### src/rtl/popcount_window_if.sv
// Valid/ready bundle for the popcount window detector: word in, count and window flags out.
interface popcount_window_if #(
    parameter int WIDTH = 16
);
    localparam int CW = $clog2(WIDTH + 1);

    logic             in_valid;
    logic             in_ready;
    logic [WIDTH-1:0] in_data;
    logic             out_valid;
    logic             out_ready;
    logic [CW-1:0]    out_count;
    logic             out_match;
    logic             out_below;
    logic             out_above;

    modport master (
        output in_valid, in_data, out_ready,
        input  in_ready, out_valid, out_count, out_match, out_below, out_above
    );

    modport slave (
        input  in_valid, in_data, out_ready,
        output in_ready, out_valid, out_count, out_match, out_below, out_above
    );
endinterface

### src/rtl/popcount_window.sv
// Sequential k-of-N detector: counts set bits CHUNK at a time and flags whether the
// total falls inside the inclusive window [LO,HI]. All outputs are registered.
module popcount_window #(
    parameter int WIDTH = 16,
    parameter int CHUNK = 4,
    parameter int LO    = 2,
    parameter int HI    = 3
) (
    input  logic               clk,
    input  logic               rst,
    popcount_window_if.slave   bus
);
    localparam int NCH = WIDTH / CHUNK;
    localparam int CW  = $clog2(WIDTH + 1);
    localparam int IW  = (NCH > 1) ? $clog2(NCH) : 1;

    if (WIDTH < 1 || CHUNK < 1 || (WIDTH % CHUNK) != 0 || LO < 0 || LO > HI || HI > WIDTH)
    begin : g_bad_params
        $error("popcount_window: illegal WIDTH/CHUNK/LO/HI combination");
    end

    typedef enum logic [1:0] {
        IDLE  = 2'd0,
        COUNT = 2'd1,
        DONE  = 2'd2
    } state_t;

    state_t           state;
    logic [WIDTH-1:0] sh;
    logic [CW-1:0]    acc;
    logic [IW-1:0]    idx;
    logic [CW-1:0]    sum_next;

    function automatic logic [CW-1:0] chunk_ones(input logic [CHUNK-1:0] c);
        logic [CW-1:0] n;
        n = '0;
        for (int i = 0; i < CHUNK; i++) begin
            n = n + CW'(c[i]);
        end
        return n;
    endfunction

    always_comb begin
        sum_next = acc + chunk_ones(sh[CHUNK-1:0]);
    end

    always_ff @(posedge clk or posedge rst) begin
        if (rst) begin
            state         <= IDLE;
            sh            <= '0;
            acc           <= '0;
            idx           <= '0;
            bus.in_ready  <= 1'b1;
            bus.out_valid <= 1'b0;
            bus.out_count <= '0;
            bus.out_match <= 1'b0;
            bus.out_below <= 1'b0;
            bus.out_above <= 1'b0;
        end else begin
            case (state)
                IDLE: begin
                    if (bus.in_valid) begin
                        sh           <= bus.in_data;
                        acc          <= '0;
                        idx          <= '0;
                        bus.in_ready <= 1'b0;
                        state        <= COUNT;
                    end
                end
                COUNT: begin
                    acc <= sum_next;
                    sh  <= sh >> CHUNK;
                    idx <= idx + 1'b1;
                    // Last chunk: publish the completed sum and its window classification together.
                    if (idx == IW'(NCH - 1)) begin
                        bus.out_count <= sum_next;
                        bus.out_below <= (int'(sum_next) < LO);
                        bus.out_above <= (int'(sum_next) > HI);
                        bus.out_match <= (int'(sum_next) >= LO) && (int'(sum_next) <= HI);
                        bus.out_valid <= 1'b1;
                        state         <= DONE;
                    end
                end
                DONE: begin
                    if (bus.out_ready) begin
                        bus.out_valid <= 1'b0;
                        bus.in_ready  <= 1'b1;
                        state         <= IDLE;
                    end
                end
                default: begin
                    state         <= IDLE;
                    bus.in_ready  <= 1'b1;
                    bus.out_valid <= 1'b0;
                end
            endcase
        end
    end
endmodule

### src/flat_wrapper.sv
// flat-port wrapper written by rule: the top's interface ports become plain ports
module popcount_window_flat 
#(
    parameter int WIDTH = 16,
    parameter int CHUNK = 4,
    parameter int LO    = 2,
    parameter int HI    = 3
)
  (clk, rst, bus_in_valid, bus_in_data, bus_out_ready, bus_in_ready, bus_out_valid, bus_out_count, bus_out_match, bus_out_below, bus_out_above);
  popcount_window_if #(.WIDTH(WIDTH)) bus_i ();
  input  logic clk;
  input  logic rst;
  input wire logic [$bits(bus_i.in_valid)-1:0] bus_in_valid;
  input wire logic [$bits(bus_i.in_data)-1:0] bus_in_data;
  input wire logic [$bits(bus_i.out_ready)-1:0] bus_out_ready;
  output wire logic [$bits(bus_i.in_ready)-1:0] bus_in_ready;
  output wire logic [$bits(bus_i.out_valid)-1:0] bus_out_valid;
  output wire logic [$bits(bus_i.out_count)-1:0] bus_out_count;
  output wire logic [$bits(bus_i.out_match)-1:0] bus_out_match;
  output wire logic [$bits(bus_i.out_below)-1:0] bus_out_below;
  output wire logic [$bits(bus_i.out_above)-1:0] bus_out_above;
  assign bus_i.in_valid = bus_in_valid;
  assign bus_i.in_data = bus_in_data;
  assign bus_i.out_ready = bus_out_ready;
  assign bus_in_ready = bus_i.in_ready;
  assign bus_out_valid = bus_i.out_valid;
  assign bus_out_count = bus_i.out_count;
  assign bus_out_match = bus_i.out_match;
  assign bus_out_below = bus_i.out_below;
  assign bus_out_above = bus_i.out_above;
  popcount_window #(.WIDTH(WIDTH), .CHUNK(CHUNK), .LO(LO), .HI(HI)) u_core (.clk(clk), .rst(rst), .bus(bus_i));
endmodule
### config.mk
export PLATFORM = sky130hd
export DESIGN_NAME = popcount_window_flat
export DESIGN_NICKNAME = d
export VERILOG_FILES = /design/src/rtl/popcount_window_if.sv /design/src/rtl/popcount_window.sv /design/src/flat_wrapper.sv
export SDC_FILE = /design/constraint.sdc
export NUM_CORES = 1
export LEC_CHECK = 0
export ABC_AREA = 0
export CAP_MARGIN = 5
export CORE_MARGIN = 2
export CORE_UTILIZATION = 47
export CTS_CLUSTER_DIAMETER = 120
export DETAILED_ROUTE_END_ITERATION = 7
export PLACE_DENSITY = 0.78
export SLEW_MARGIN = 30
export SYNTH_ARGS = -nofsm -noshare
export SYNTH_HDL_FRONTEND = slang
export SYNTH_SLANG_ARGS = --single-unit
### constraint.sdc
create_clock -name clk -period 2.9 [get_ports clk]
set_input_delay 0.58 -clock clk [delete_from_list [all_inputs] [get_ports clk]]
set_output_delay 0.58 -clock clk [all_outputs]
set_load 0.03 [all_outputs]
==> impl_metrics.toml, run 1 <==
[outcome]
outcome = "finished clean"

[timing]
fin_crit_ns = 2.80
maxSlewHeadroom_pct = 57.6
fmax_mhz = 357
finalHoldWorstSlack_ns = 0.480
hold_violations = 0
maxSlewViolCount = 0
period_share_pct = 96.6
fin_skew_ns = 0.00853
grt_setup_unrepaired = "false"
setup_viol = 0
tightest_slew_ns = 0.636
setup_tns_ns = 0

[global_route]
grt_pass1_wl_mm = 6.73
grt-ovfl-total = 0
grt_antenna_before_repair = 0
grt_start_max_net_pins = 36
grt.total_usage_pct = 21.5
grt_pass1_vias = 1405

[synthesis]
synthesis.instances = 171
yosysTopAreaCell = "dfrtp_1"
synth_fp_nets = 199
synth_area_leaders = "dfrtp_1, o21ai_0, nor2b_1"
yosysWarningCount = 0
yosysSeqAreaShare_pct = 50.7
syn-cell-area_sq_um = 1730
syn_area_per_cell_sq_um = 10.1
synth_cell_types = 33
synth_top_area_share_pct = 49.2
ys_seq_elements = 35

[power]
switching_share_pct = 40.8
ir_worst_vdd_mv = 0.598
p_switching_mw = 1.06
internal-power_mw = 1.54
comb_power_share_pct = 49.6
p_seq_share_pct = 35.1
powerDensity_nw_per_um2 = 1160
p_leak_nw = 0.967
clkPwrFrac_pct = 15.3

[detailed_routing]
drt_iter0_drc = 163
via_per_inst = 5.65
wl_per_cell_microns = 15.5
drc = 0
first_pass_iters = 4
dr_total_vias = 1418
routed_wl_mm = 3.88
ant_nets = 0

[critical_path]
crit_path_top_delay_cell = "fa_1"
path_max_fanout = 4
cp-end-kind = "flip-flop"
cp.arrival_ns = 2.99
critical_path_class = "flip-flop to flip-flop"
cp_cell_sequence = "ha_4 -> inv_2 -> fa_1 -> inv_2 -> ha_4 -> fa_2 -> nor3b_2 -> o211ai_1 -> a2bb2o_4 -> mux2_2"
worstSetupStartpointType = "flip-flop"
cp.required_ns = 3.09
cp_slowest_stage_delay_ns = 0.51

[clock_tree]
h-tree-depth = 2
cts_tree = "done"
cts_hold_buf = 0
cts.clk_slew.worst_paths_ns = 0.07
cts_made_buffers = 5
cts.sinks = 35
clockBufferDepth = 2
insertion_delay_ns = 0.29
cts-root-buf = "clkbuf_8"

[placed_design]
dp_hpwl_mm = 2.63
placed_area_sq_um = 2070
io_buffers = 29
globalplace.congestion = 0.794

[final_layout]
fin_util_pct = 62.0
syn_to_final_growth_pct = 29.3
final_area_sq_um = 2240
diodes = 0
drive_above_1_share_pct = 14.3
nNetsFinal = 230

[die]
dieHeight_microns = 64.7
start_util_pct = 48.0
fp.coreArea_sq_um = 3610
die-area_sq_um = 4180
io_pins = 30
row_count = 22
fp.dieW_microns = 64.7

[min_path]
holdCritPathClass = "flip-flop to flip-flop"

[job]
cap_violations = 0
==> placed cells by master (no fill, tap or decap), types with 2 or more instances in the layout <==
master           Yosys  layout
a22oi_1             11      11
nand2_1             18      18
dfrtp_1             34      34
inv_2                0       2
nor2_1               4       4
inv_1                7       5
a21oi_2              2       2
clkbuf_8             0       7
buf_4                0       5
ha_1                 6       4
nor2b_1             14      14
nand3_1              2       2
a22o_1               6       6
mux2_2               2       2
a21oi_1             14      14
ha_4                 0       2
clkdlybuf4s50_1      0      29
o21ai_0             23      22
==> synthesized netlist by cell type <==
cell	count
and2_2	1
nand2b_1	1
nand2_1	18
o21ai_0	23
ha_1	6
a21oi_1	14
xnor2_1	1
inv_1	7
nand3_1	2
nor4_1	1
clkbuf_1	4
a2bb2o_4	1
o21bai_1	1
nor2b_1	14
and3b_1	1
dfstp_2	1
a22oi_1	11
clkbuf_2	1
xor2_1	1
dfrtp_1	34
o211ai_1	1
o22a_1	1
a22o_1	6
a21oi_2	2
buf_2	5
or2_1	1
a2bb2oi_1	1
fa_1	2
and3_1	1
nor2_1	4
o31ai_1	1
mux2_2	2
nor3b_1	1
==> logic make-up (layout without fill, tap and decap cells) <==
kind of cell             Yosys count  count (layout)  synth area share (%)
adder cells (fa/ha/maj)            8               8                  6.65
buffers and inverters             17              49                  4.12
AO/OA/AOI/OAI                     62              62                  23.0
AND/OR/NAND/NOR                   45              45                  13.2
flip-flops                        35              35                  50.7
XOR/XNOR                           2               2                  1.01
multiplexers                       2               2                  1.30
==> sequential cells by signal, indices dropped and copies added, names as in the netlist <==
| register | count |
|---|---|
| u_core.sh | 16 |
| u_core.bus.out_valid | 1 |
| u_core.state | 2 |
| u_core.acc | 5 |
| u_core.bus.out_below | 1 |
| u_core.bus.out_above | 1 |
| u_core.bus.in_ready | 1 |
| u_core.idx | 2 |
| u_core.bus.out_count | 5 |
| u_core.bus.out_match | 1 |
==> power by group through the flow <==
stage | Clock, mW | Sequential [mW] | Combinational [mW]
2_1_floorplan | 0 | 0.932 | 0.740
3_3_place_gp | 0 | 0.888 | 1.08
3_5_place_dp | 0 | 0.904 | 1.13
4_1_cts | 0.399 | 0.898 | 1.16
5_1_grt | 0.419 | 0.945 | 1.43
6_report | 0.396 | 0.913 | 1.29
==> stage by stage <==
stage          setup slack (ns)  power, mW  std cells
2_1_floorplan             0.163       1.67        171
3_3_place_gp              0.111       1.97        242
3_5_place_dp            -0.0134       2.03        242
4_1_cts                  0.0624       2.46        250
5_1_grt                  0.0102       2.79        251
6_report                 0.0992       2.60        251
==> layout make-up <==
cell class	instances	area, sq um
Clock buffer	8	100
Fill cell	286	1370
Inverter	7	26.3
Multi-Input combinational cell	119	846
Sequential cell	35	877
Tap cell	48	60.1
Timing Repair Buffer	34	328
==> routing by layer <==
metal  vias to the layer above  GRT usage [%]  wire, microns
li1                        666              -              -
met3                         9           4.34            211
met4                         0           10.1             74
met1                       692           27.8           1680
met2                        51           34.8           1910
met5                         -              0              0
==> worst paths after layout <==
kind	from	to	slack (ns)	cells after the start
worst max-delay path	u_core.sh[0]	u_core.bus.out_above	0.1	10
worst min-delay path	u_core.bus.out_count[1]	u_core.bus.out_count[1]	0.48	2
worst max register to register	u_core.sh[0]	u_core.bus.out_above	0.1	10
worst min register to register	u_core.bus.out_count[1]	u_core.bus.out_count[1]	0.48	2
max in group asynchronous	rst	u_core.bus.in_ready	1.87	3
min in group asynchronous	rst	u_core.bus.out_count[4]	0.68	3
==> worst max-delay path, delay by kind of cell (launching register included) <==
kind	cells	cell delay [ns]
multiplexers	1	0.25
AND/OR/NAND/NOR	1	0.21
buffers and inverters	2	0.08
AO/OA/AOI/OAI	2	0.35
adder cells (fa/ha/maj)	4	1.38
flip-flops	1	0.42
==> repair_timing <==
| item | in CTS | in global routing |
|---|---|---|
| endpoints found under the hold margin | 0 | 0 |
| setup buffers | 0 | 1 |
| pin swaps | 0 | 8 |
| setup endpoints to repair | 1 | 4 |
| gates resized for setup | 2 | 11 |
| cloned | 0 | 0 |
Power figures use the tool's default switching activity.
==> run 2, diff against run 1 <==
Settings changed: CORE_UTILIZATION 47 to 48, CTS_BUF_LIST from default to sky130_fd_sc_hd__clkbuf_4 sky130_fd_sc_hd__clkbuf_8, PLACE_DENSITY 0.78 to 0.77.
Clock period 2.9 ns to 3.5 ns, I/O delays scaled along.
==> impl_metrics.toml, run 2 (synthesis gave the netlist of run 1 again) <==
[outcome]
outcome = "finished clean"

[critical_path]
critical_path_class = "flip-flop to flip-flop"
r2r.worst_path.cells = 10
cp-end-kind = "flip-flop"
worstSetupStartpointType = "flip-flop"
cp.arrival_ns = 3.18
reg2reg_from = "u_core.sh[0]"
reg2reg_to = "u_core.bus.out_above"
cp.required_ns = 3.75
r2r_setup_slack_ns = 0.57
path_max_fanout = 4

[die]
row_count = 21
die-area_sq_um = 4100
fp.dieW_microns = 64.0
start_util_pct = 51.1
io_pins = 30
dieHeight_microns = 64.0
fp.coreArea_sq_um = 3390

[timing]
maxSlewHeadroom_pct = 54.8
setup_tns_ns = 0
maxSlewViolCount = 0
fmax_mhz = 341
tightest_slew_ns = 0.677
period_share_pct = 83.8
setup_viol = 0
finalWorstSetupSlack_ns = 0.568
grt_setup_unrepaired = "false"
fin_skew_ns = 0.0151
fin_crit_ns = 2.93
hold_violations = 0

[global_route]
grt-ovfl-total = 0
grt_start_max_net_pins = 23
grt.total_usage_pct = 19.6
grt_antenna_before_repair = 0
grt_pass1_wl_mm = 6.08
grt_pass1_vias = 1279

[detailed_routing]
first_pass_iters = 4
routed_wl_mm = 3.68
drc = 0
ant_nets = 0
dr_total_vias = 1369
wl_per_cell_microns = 14.8
drt_iter0_drc = 61
via_per_inst = 5.52

[power]
internal-power_mw = 1.09
clkPwrFrac_pct = 12.1
comb_power_share_pct = 49.0
switching_share_pct = 42.8
p_switching_mw = 0.814
ir_worst_vdd_mv = 0.420
p_leak_nw = 0.930
powerDensity_nw_per_um2 = 897
p_seq_share_pct = 38.9

[min_path]
whs_endpoint = "u_core.bus.out_valid"
hp-start = "u_core.bus.out_valid"
holdCritPathClass = "flip-flop to flip-flop"
hold_depth = 2

[clock_tree]
cts_made_buffers = 5
clockBufferDepth = 2
h-tree-depth = 2
cts_hold_buf = 0
insertion_delay_ns = 0.36
cts-root-buf = "clkbuf_4"
post_cts_resized = 0
cts.sinks = 35
cts.clk_slew.worst_paths_ns = 0.12
cts_tree = "done"
cts_setup_buffers = 0

[placed_design]
globalplace.congestion = 0.804
dp_slack_ns = 0.589
io_buffers = 29
dp_hpwl_mm = 2.65

[final_layout]
diodes = 0
syn_to_final_growth_pct = 22.6
fill_cells = 273
mostFrequentLayoutCell = "dfrtp_1"
multi_input_area_sq_um = 782
nNetsFinal = 229
final_cell_mix = "dfrtp_1, clkdlybuf4s50_1, o21ai_0"
drive_above_1_share_pct = 9.41
largest_reg_flops = 16
biggestRegsByFlops = "u_core.sh (16), u_core.acc (5), u_core.bus.out_count (5)"
largest_register = "u_core.sh"
regArea_sq_um = 877

[job]
cap_violations = 0
## run 2: cell types whose count changed in the layout (fill, tap and decap cells not counted), sizes merged
cell / change
clkbuf: -3
clkinvlp: +2
buf: -1
clkinv: +1
## run 2: final cells by class
type | instances | share of cell area [%]
well taps | 46 | 2.71
clock inverters | 3 | 0.944
repair buffers | 33 | 15.1
flip-flops and latches | 35 | 41.4
inverters | 7 | 1.24
multi-input cells | 119 | 36.9
clock buffers | 5 | 1.77
## run 2: how the worst max path moves through the flow
stage | from | depth (start not counted) | endpoint
6_report | u_core.sh[0] | 10 | u_core.bus.out_above
5_1_grt | u_core.sh[0] | 10 | u_core.bus.out_above
3_5_place_dp | u_core.sh[0] | 10 | u_core.bus.out_above
4_1_cts | u_core.sh[0] | 10 | u_core.bus.out_above
3_3_place_gp | u_core.sh[0] | 10 | u_core.bus.out_above
2_1_floorplan | u_core.sh[0] | 10 | u_core.bus.out_above
## run 2: power by group through the flow
stage / Clock, mW / Combinational, mW / Sequential, mW
floorplan: 0 / 0.613 / 0.772
global placement: 0 / 0.912 / 0.735
detailed placement: 0 / 0.936 / 0.749
CTS: 0.233 / 0.939 / 0.741
global route: 0.247 / 1.03 / 0.769
finish: 0.230 / 0.933 / 0.740
## run 2: metrics by stage
stage               cell area, sq um  utilization, %  power, mW  hold slack, ns  std cells
detailed placement              2060            60.9       1.69           0.463        240
floorplan                       1730               -       1.39           0.451        171
CTS                             2120            62.6       1.91           0.493        248
global route                    2120            62.6       2.05           0.534        248
finish                          2120            62.6       1.90           0.486        248
global placement                2060            60.9       1.65           0.459        240
## run 2: metal layers
layer  up-vias  share of wire (%)  routed length [microns]  track usage, %
met2        33                 49                     1790            28.6
met3         7                5.4                      197            6.34
met5         -                  0                        0               0
li1        656                  -                        -               -
met1       673                 43                     1600            26.3
met4         0                2.4                       88            9.51
## run 2: worst max-delay path: stages, from the launching register on
cell and delay [ns]:
dfrtp_1 0.42, ha_1 0.28, inv_1 0.05, fa_1 0.53, inv_1 0.04, ha_1 0.19, fa_1 0.44, nor3b_1 0.24
o211ai_1 0.14, a2bb2o_4 0.25, mux2_2 0.25
==> run 3, diff against run 2 <==
Settings changed: PLACE_DENSITY 0.77 to 0.79.
Clock period 3.5 ns to 2.5 ns, I/O delays scaled along.
==> impl_metrics.toml, run 3 (synthesis gave the netlist of run 1 again) <==
[clock_tree]
cts_tree = "done"
insertion_delay_ns = 0.35
cts_made_buffers = 5
h-tree-depth = 2
cts.clk_slew.worst_paths_ns = 0.11
clockBufferDepth = 2
cts.sinks = 35
cts_hold_buf = 0
cts-root-buf = "clkbuf_4"

[detailed_routing]
ant_nets = 0
via_per_inst = 5.63
routed_wl_mm = 3.90
wl_per_cell_microns = 15.3
first_pass_iters = 4
dr_total_vias = 1429
drc = 0
drt_iter0_drc = 138

[placed_design]
io_buffers = 29
dp_hpwl_mm = 2.74
globalplace.congestion = 0.758

[final_layout]
drive_above_1_share_pct = 15.9
final_cell_mix = "dfrtp_1, clkdlybuf4s50_1, o21ai_0"
syn_to_final_growth_pct = 27.9
fin_util_pct = 65.3
diodes = 0
largest_register = "u_core.sh"
largest_reg_flops = 16
mostFrequentLayoutCell = "dfrtp_1"
biggestRegsByFlops = "u_core.sh (16), u_core.acc (5), u_core.bus.out_count (5)"
nNetsFinal = 235

[global_route]
grt_antenna_before_repair = 0
grt_pass1_wl_mm = 6.80
grt_pass1_vias = 1443
grt.total_usage_pct = 22.0
grt-ovfl-total = 0
grt_start_max_net_pins = 36

[critical_path]
reg2reg_to = "u_core.bus.out_above"
worstSetupStartpointType = "flip-flop"
cp.required_ns = 2.74
cp-startpoint = "u_core.sh[0]"
r2r_setup_slack_ns = -0.26
critical_path_class = "flip-flop to flip-flop"
path_max_fanout = 4
r2r.worst_path.cells = 10
reg2reg_from = "u_core.sh[0]"
cp-end-kind = "flip-flop"
critPathCapture = "u_core.bus.out_above"
cp.arrival_ns = 3.01

[timing]
grt_setup_unrepaired = "true"
tightest_slew_ns = 0.659
finalWorstSetupSlack_ns = -0.263
maxSlewHeadroom_pct = 56.1
maxSlewViolCount = 0
period_share_pct = 111
fmax_mhz = 362
fin_skew_ns = 0.0118
setup_viol = 5
hold_violations = 0
fin_crit_ns = 2.76

[power]
ir_worst_vdd_mv = 0.723
p_leak_nw = 0.980
total_power_mw = 2.87
powerDensity_nw_per_um2 = 1300

[outcome]
violations = "setup timing"
outcome = "complete, but fails checks"

[die]
fp.dieW_microns = 64.0
dieHeight_microns = 64.0
die-area_sq_um = 4100
start_util_pct = 51.1
fp.coreArea_sq_um = 3390
io_pins = 30
row_count = 21

[min_path]
holdCritPathClass = "flip-flop to flip-flop"

[job]
cap_violations = 0
-- run 3: timing repair --
| item | in CTS | in global routing |
|---|---|---|
| hold endpoints to repair | 0 | 0 |
| gates resized for setup | 2 | 3 |
| pin swaps | 6 | 1 |
| cloned | 0 | 0 |
| setup buffers | 0 | 1 |
| setup endpoints to repair | 5 | 6 |
-- run 3: how the worst min path moves through the flow --
stage | start | endpoint | slack, ns | cells past startpoint
6_report | u_core.bus.out_count[1] | u_core.bus.out_count[1] | 0.49 | 2
3_5_place_dp | u_core.bus.out_count[1] | u_core.bus.out_count[1] | 0.47 | 2
3_3_place_gp | u_core.bus.out_count[1] | u_core.bus.out_count[1] | 0.46 | 2
5_1_grt | u_core.bus.out_count[3] | u_core.bus.out_count[3] | 0.53 | 2
4_1_cts | u_core.bus.out_count[1] | u_core.bus.out_count[1] | 0.49 | 2
2_1_floorplan | u_core.sh[11] | u_core.sh[11] | 0.45 | 2
-- run 3: metal layers --
| metal | GRT usage (%) | part of all wire [%] | vias up |
|---|---|---|---|
| met5 | 0 | 0 | - |
| met4 | 8.15 | 1.3 | 0 |
| met3 | 5.81 | 3.9 | 5 |
| met2 | 37.5 | 51 | 28 |
| met1 | 26.7 | 44 | 719 |
| li1 | - | - | 677 |
-- run 3: final cells by class --
| cell class | count | area, sq um |
|---|---|---|
| fillers | 259 | 1180 |
| multi-input cells | 119 | 815 |
| clock buffers | 8 | 72.6 |
| repair buffers | 39 | 365 |
| inverters | 7 | 26.3 |
| well taps | 46 | 57.6 |
| flip-flops and latches | 35 | 877 |
-- run 3: per-stage QoR --
step	worst slack [ns]	cells	cell area [sq um]	hold slack (ns)	TNS [ns]
2_1_floorplan	-0.158	171	1750	0.451	-0.251
3_3_place_gp	-0.190	245	2120	0.462	-0.462
3_5_place_dp	-0.293	245	2120	0.465	-0.929
4_1_cts	-0.255	253	2200	0.490	-0.767
5_1_grt	-0.364	254	2210	0.534	-1.39
6_report	-0.263	254	2210	0.486	-0.845
-- run 3: critical path, cell delays in order, from the launching register on --
cell and delay [ns]:
dfrtp_1 0.41, ha_1 0.29, inv_2 0.04, fa_1 0.48, inv_1 0.05, ha_2 0.18
fa_2 0.39, nor3b_2 0.19, o211ai_1 0.12, a2bb2o_4 0.25, mux2_2 0.26
-- run 3: where the power goes --
| group | internal [mW] | total [mW] | leakage [nW] | switching, mW |
|---|---|---|---|---|
| Sequential | 0.812 | 1.01 | 0.451 | 0.199 |
| Combinational | 0.707 | 1.50 | 0.487 | 0.795 |
| Clock | 0.176 | 0.362 | 0.0420 | 0.186 |
| Total | 1.69 | 2.87 | 0.980 | 1.18 |
